<file path="src/rtl/subbytes_iter.sv">
// Iterative AES SubBytes engine: LANES combined forward/inverse S-box lanes
// process a captured 128-bit state in place over BEATS cycles, then hold the result.

module sbox_lane (
    input  logic       dir,
    input  logic [7:0] din,
    output logic [7:0] dout
);
    function automatic logic [7:0] gf_mul(input logic [7:0] a, input logic [7:0] b);
        logic [7:0] p;
        logic [7:0] x;
        p = 8'h00;
        x = a;
        for (int i = 0; i < 8; i++) begin
            if (b[i]) p = p ^ x;
            x = {x[6:0], 1'b0} ^ (x[7] ? 8'h1b : 8'h00);
        end
        return p;
    endfunction

    // x^254 is the multiplicative inverse in GF(2^8) and maps 0 to 0 as S-box requires
    function automatic logic [7:0] gf_inv(input logic [7:0] x);
        logic [7:0] t;
        logic [7:0] r;
        t = gf_mul(x, x);
        r = t;
        for (int i = 0; i < 6; i++) begin
            t = gf_mul(t, t);
            r = gf_mul(r, t);
        end
        return r;
    endfunction

    function automatic logic [7:0] affine(input logic [7:0] y);
        return y ^ {y[6:0], y[7]} ^ {y[5:0], y[7:6]} ^ {y[4:0], y[7:5]}
                 ^ {y[3:0], y[7:4]} ^ 8'h63;
    endfunction

    function automatic logic [7:0] inv_affine(input logic [7:0] y);
        return {y[6:0], y[7]} ^ {y[4:0], y[7:5]} ^ {y[1:0], y[7:2]} ^ 8'h05;
    endfunction

    logic [7:0] pre;
    logic [7:0] inv;

    assign pre  = dir ? inv_affine(din) : din;
    assign inv  = gf_inv(pre);
    assign dout = dir ? inv : affine(inv);
endmodule

// state | meaning
// IDLE  | in_ready high, waiting for a state to capture
// BUSY  | substituting LANES bytes per cycle, byte 0 first
// DONE  | result held on out_state until out_ready
module subbytes_iter #(
    parameter int LANES = 4
) (
    input  logic         clk,
    input  logic         reset_n,
    input  logic         in_valid,
    output logic         in_ready,
    input  logic         in_dir,
    input  logic [127:0] in_state,
    output logic         out_valid,
    input  logic         out_ready,
    output logic [127:0] out_state,
    output logic         out_dir,
    output logic         busy
);
    localparam int BEATS = 16 / LANES;
    localparam int CW    = (BEATS > 1) ? $clog2(BEATS) : 1;

    localparam logic [1:0] S_IDLE = 2'd0;
    localparam logic [1:0] S_BUSY = 2'd1;
    localparam logic [1:0] S_DONE = 2'd2;

    generate
        if (LANES != 1 && LANES != 2 && LANES != 4 && LANES != 8 && LANES != 16) begin : g_bad_lanes
            $error("subbytes_iter: LANES must be 1, 2, 4, 8 or 16");
        end
    endgenerate

    logic [1:0]        state;
    logic [15:0][7:0]  work;
    logic [15:0][7:0]  next_work;
    logic              dir_q;
    logic [CW-1:0]     beat;
    logic [7:0]        lane_in  [LANES];
    logic [7:0]        lane_out [LANES];

    // byte k of the state lives in work[15-k] so that byte 0 is the MSB
    always_comb begin
        for (int j = 0; j < LANES; j++) begin
            lane_in[j] = work[4'(15 - (int'(beat) * LANES + j))];
        end
    end

    always_comb begin
        next_work = work;
        for (int j = 0; j < LANES; j++) begin
            next_work[4'(15 - (int'(beat) * LANES + j))] = lane_out[j];
        end
    end

    generate
        for (genvar g = 0; g < LANES; g++) begin : g_lane
            sbox_lane u_lane (
                .dir  (dir_q),
                .din  (lane_in[g]),
                .dout (lane_out[g])
            );
        end
    endgenerate

    always_ff @(posedge clk or negedge reset_n) begin
        if (!reset_n) begin
            state <= S_IDLE;
            work  <= '0;
            dir_q <= 1'b0;
            beat  <= '0;
        end else begin
            case (state)
                S_IDLE: begin
                    if (in_valid) begin
                        work  <= in_state;
                        dir_q <= in_dir;
                        beat  <= '0;
                        state <= S_BUSY;
                    end
                end
                S_BUSY: begin
                    work <= next_work;
                    if (beat == CW'(BEATS - 1)) begin
                        beat  <= '0;
                        state <= S_DONE;
                    end else begin
                        beat <= beat + 1'b1;
                    end
                end
                S_DONE: begin
                    if (out_ready) state <= S_IDLE;
                end
                default: state <= S_IDLE;
            endcase
        end
    end

    assign in_ready  = (state == S_IDLE);
    assign out_valid = (state == S_DONE);
    assign busy      = (state != S_IDLE);
    assign out_state = work;
    assign out_dir   = dir_q;
endmodule

</file>
<file path="config.mk">
export PLATFORM = sky130hd
export DESIGN_NAME = subbytes_iter
export DESIGN_NICKNAME = d
export VERILOG_FILES = /design/src/rtl/subbytes_iter.sv
export SDC_FILE = /design/constraint.sdc
export NUM_CORES = 2
export LEC_CHECK = 0
export BUFFER_PORTS_ARGS = -buffer_cell sky130_fd_sc_hd__buf_2
export CORE_ASPECT_RATIO = 0.7
export CORE_MARGIN = 2
export CORE_UTILIZATION = 56
export CTS_CLUSTER_DIAMETER = 50
export DETAILED_ROUTE_END_ITERATION = 8
export GPL_ROUTABILITY_DRIVEN = 0
export PLACE_DENSITY_LB_ADDON = 0.15
export SKIP_CTS_REPAIR_TIMING = 1
export SYNTH_ARGS = -nofsm -noshare
export SYNTH_HDL_FRONTEND = slang
export SYNTH_HIERARCHICAL = 1
export SYNTH_SLANG_ARGS = --single-unit
</file>
<file path="constraint.sdc">
create_clock -name clk -period 24.9 [get_ports clk]
set_input_delay 3.735 -clock clk [delete_from_list [all_inputs] [get_ports clk]]
set_output_delay 3.735 -clock clk [all_outputs]
set_load 0.01 [all_outputs]
</file>
# == Word level (Yosys, flattened, before mapping) ==
# Cells that the tools add are included.
# totals
ff_bits,133
inputBits,133
word_cells,1576
# op_classes
n_eq_ne,6
n_reduce_logical,10
n_mux,793
add_sub_neg,8
bitwise,732
magnitude_cmp,8
# ops
operator,n
$xor A8 B8 Y8,723
$mux W8,436
$mux W5,336
$bwmux W128,4
$pmux W128 S2,1
$bmux W8 S4,4
$demux W8 S4,4
$mux W128,1
$lt A4 B6 Y1 const B,4
$ge A4 B1 Y1 const B,4
$not A4 Y4,4
$sub A4 B4 Y4 const A,4
$mux W2,5
$add A4 B2 Y4 const B,2
$not A2 Y2,4
$xor A8 B5 Y8,1
$pmux W2 S3,1
$add A4 B1 Y4 const B,1
$eq A2 B2 Y1 const B,2
$logic_and A1 B1 Y1,4
$ne A2 B2 Y1 const B,2
$pmux W2 S2,1
$reduce_and A2 Y1,2
$reduce_bool A2 Y1,2
other kinds (5),5

# == Depth between registers and ports, before layout ==
# depth
ltp_word,146
ltp_mapped,78
mapped_depth_nobuf,64

# == By module ==
# The synthesis kept the hierarchy.
# modules_own_cells
mod,cells_each,area_per_inst_um2,seq_area_each_um2,n_inst
sbox_lane,2125,16313.1,0.0,4
subbytes_iter,529,6994.2,3328.2,1

# == Worst setup path after synthesis ==
# Ideal clock, no wire load.
# synth_path
path_kind,reg-to-reg
start,register beat[0]
end,"register work, in the netlist out_state[118]"
path_slack_ns,6.719
path_stages_with_launch,74
setup_time_ns,0.125
t_arrival_ns,18.057
n_path_buf,10
path_cell_list,dfrtp_1 > buf_2 > buf_2 > mux4_2 > buf_4 > xor3_1 > a21oi_4 > inv_2 > buf_6 > ha_1 > or4b_1 > mux2i_1 > a311oi_1 > xnor2_1 > xnor2_2 > inv_1 > clkbuf_1 > clkbuf_1 > (+38 left out) > mux2i_1 > a22oi_1 > xnor3_2 > xnor2_4 > xnor2_4 > xnor3_2 > xnor2_2 > xnor2_1 > nor2_1 > mux2i_1 > xnor3_1 > xnor2_1 > xnor2_2 > xnor3_1 > nor2_1 > xnor2_1 > a22o_1 > mux2_2
# synth_rtl
element,line_no,source
from (decl),87,logic [CW-1:0] beat;
from (signal assigned),137,beat <= beat + 1'b1;
to (signal assigned),125,work <= in_state;
to (signal assigned),132,work <= next_work;
to (decl),84,logic [15:0][7:0] work;

==> flow_metrics.env <==
export IMPL_overflow=0
export IMPL_r2r_slack_ns=1.78
export IMPL_fmax_mhz=43.3
export IMPL_cpPeakStageDelay_ns=1.00
export IMPL_layout_nets=9089
export IMPL_wl_per_cell_um=22.4
export IMPL_worstSetupPathType="reg -> reg"
export IMPL_seq_area_frac_synth_pct=4.61
export IMPL_io_buffers=264
export IMPL_synthCells=9029
export IMPL_grt_start_max_net_pins=118
export IMPL_fp_dieH_um=305
export IMPL_clock_latency_ns=0.48
export IMPL_finalSetupTns_ns=0
export IMPL_hold_viol=0
export IMPL_drc=0
export IMPL_drv_cap=0
export IMPL_cts_root_buf="clkbuf_16"
export IMPL_vias=70100
export IMPL_pin_count=265
export IMPL_slew_violations=0
export IMPL_die_w_um=433
export IMPL_crit_top_cell="xnor2_1"
export IMPL_antenna_found_initial=10
export IMPL_crit_path_end="out_state[24]"
export IMPL_status="completed"
export IMPL_via_per_inst=6.56
export IMPL_cts_tree="built"
export IMPL_syn_nets=9195
export IMPL_drtIter0Drc=9398
export IMPL_numCtsBuffers=17
export IMPL_grt_pass1_wl_mm=373
export IMPL_ant_nets=0
export IMPL_path_max_fanout=28
export IMPL_floorplan_die_area_um2=132000
export IMPL_clock_path_buffers=2
export IMPL_drt_pass1_iterations=9
export IMPL_rows=110
export IMPL_worstReg2RegStart="beat[0]"
export IMPL_ys_flop_type="dfrtp_1"
export IMPL_area_delta_synth_final_pct=4.78
export IMPL_multi_input_area_um2=65900
export IMPL_ys_ff_latch=133
export IMPL_ys_types=118
export IMPL_grt_use_total_pct=34.8
export IMPL_start_util_pct=56.3
export IMPL_ctsHtreeMaxLevel=4
export IMPL_fp_coreArea_um2=128000
export IMPL_synth_avg_cell_area_um2=8.00
export IMPL_grt_setup_unrepaired="false"
export IMPL_clk_pin_slew_ns=0.07
export IMPL_min_path_type="reg -> reg"
export IMPL_fin_worst_skew_ns=0.0209
export IMPL_cts_sinks=133
export IMPL_hpwlAfterDp_mm=179
export IMPL_worstPathRequired_ns=25.29
export IMPL_r2r_end="out_state[24]"
export IMPL_timing_critical_path_from_type="register"
export IMPL_tightest_slew_ns=1.34
export IMPL_worstRegToRegCells=62
export IMPL_min_period_ns=23.12
export IMPL_ys_async_sr_fraction_pct=100
export IMPL_final_period_utilization_pct=92.8
export IMPL_grt_pass1_vias=63500
export IMPL_yosysWarnings=6
export IMPL_end_kind="register"
export IMPL_slew_limit_headroom_pct=10.4
export IMPL_syn_area_um2=72200
export IMPL_synth_edff_count=0
export IMPL_arrival_ns=23.51
export IMPL_fillCellCount=11700
export IMPL_crit_slowest_cell="dfrtp_2"
export IMPL_drive_above_1_share_pct=14.1
export IMPL_finalSetupViolations=0
export IMPL_cp_startpoint="beat[0]"
export IMPL_drt_wl_total_mm=239
export IMPL_regArea_um2=3330
==> routing by layer <==
layer  global-route usage, %  share of wire (%)  vias to the layer above  routed length (um)
li1                        -                  -                    32000                   -
met5                       0                  0                        -                   0
met3                    5.50                 11                      402               26600
met4                    11.7                3.6                        0                8610
met2                    49.0                 41                     4190               98600
met1                    53.2                 44                    33500              106000
==> cells by family (layout without fill, tap and decap cells) <==
logic type               Yosys count  after routing  synth area share [%]
AO/OA/AOI/OAI                   1978           1978                  19.8
XOR/XNOR                        2508           2508                  42.5
adder cells (fa/ha/maj)           33             33                 0.572
buffers and inverters            756            663                  4.76
flip-flops                       133            133                  4.61
multiplexers                     477            477                  7.72
other                              0              8                     0
AND/OR/NAND/NOR                 3144           3144                  20.0
==> worst min-delay path by stage <==
stage / from / to / slack [ns] / cells after the start
after detailed placement: out_state[5] / out_state[5] / 0.52 / 1
after global routing: out_state[7] / out_state[7] / 0.55 / 1
after CTS: out_state[23] / out_state[23] / 0.54 / 1
after global placement: out_state[105] / out_state[105] / 0.51 / 1
after floorplan: out_state[70] / out_state[70] / 0.56 / 2
final: out_state[23] / out_state[23] / 0.54 / 1
==> synth_stat cells (59+ instances only) <==
cell | number | area share [%]
a211oi_1 | 80 | 0.83
a21oi_1 | 443 | 3.1
a221o_1 | 62 | 0.86
a22oi_1 | 76 | 0.79
a31oi_1 | 88 | 0.76
and2_1 | 139 | 1.2
and3_1 | 87 | 0.75
buf_2 | 171 | 1.2
buf_4 | 59 | 0.61
clkbuf_1 | 373 | 1.9
dfrtp_1 | 133 | 4.6
inv_1 | 86 | 0.45
mux2_2 | 123 | 1.9
mux2i_1 | 274 | 3.8
nand2_1 | 889 | 4.6
nand2b_1 | 85 | 0.74
nand3_1 | 186 | 1.3
nor2_1 | 1135 | 5.9
nor3_1 | 236 | 1.6
nor4_1 | 64 | 0.55
o211ai_1 | 69 | 0.72
o21ai_0 | 214 | 1.5
o22ai_1 | 128 | 1.1
o31ai_1 | 80 | 0.83
xnor2_1 | 1332 | 16
xnor2_2 | 156 | 3.5
xnor3_1 | 300 | 9.4
xor2_1 | 488 | 5.9
xor3_1 | 100 | 3.3
==> cell usage in the layout, fill, tap and decap left out, types with 76 or more instances in the layout <==
| cell | instances |
|---|---|
| nor2_1 | 1134 |
| nor3_1 | 236 |
| a22oi_1 | 76 |
| nand2b_1 | 84 |
| and3_1 | 87 |
| a31oi_1 | 88 |
| a211oi_1 | 80 |
| xor3_1 | 100 |
| inv_1 | 86 |
| buf_4 | 264 |
| o31ai_1 | 80 |
| xor2_1 | 471 |
| o21ai_0 | 214 |
| o22ai_1 | 128 |
| mux2_2 | 123 |
| xnor3_1 | 300 |
| xnor2_2 | 190 |
| a21oi_1 | 443 |
| nand3_1 | 186 |
| xnor2_1 | 1298 |
| nand2_1 | 889 |
| dfrtp_1 | 130 |
| and2_1 | 139 |
| mux2i_1 | 274 |
| buf_2 | 263 |
==> metrics by stage <==
stage                     std cells  util [%]  hold slack [ns]  instance area [um^2]  worst slack (ns)
after CTS                     10700      59.0            0.537                 75700              2.33
final                         10700      59.0            0.535                 75700              1.78
after floorplan                9029         -            0.557                 72200              6.72
after global routing          10700      59.0            0.554                 75700             0.645
after global placement        10600      58.6            0.511                 75100              2.84
after detailed placement      10600      58.6            0.517                 75100              2.42
==> registers in the layout, indices dropped and copies added, names as in the netlist <==
| register | cells |
|---|---|
| out_dir | 1 |
| state | 2 |
| out_state | 128 |
| beat | 2 |
==> critical path, delay by kind of cell, from the launching register on <==
| kind | cells | cell delay [ns] |
|---|---|---|
| XOR/XNOR | 15 | 7.50 |
| AO/OA/AOI/OAI | 20 | 5.81 |
| AND/OR/NAND/NOR | 13 | 3.25 |
| flip-flops | 1 | 1.00 |
| multiplexers | 6 | 2.04 |
| buffers and inverters | 5 | 1.92 |
| adder cells (fa/ha/maj) | 3 | 1.42 |
==> final cells by class <==
class                   instances  share of cell area, %
flip-flops and latches        133                   4.40
repair buffers                529                   4.40
diodes                          8                 0.0264
clock inverters                13                  0.164
multi-input cells            8140                   87.0
inverters                     102                  0.506
clock buffers                  19                  0.585
well taps                    1736                   2.87
Power is left out: the tool's default activity adds up to more than one toggle a clock period on the data nets, which glitch-free logic cannot reach.
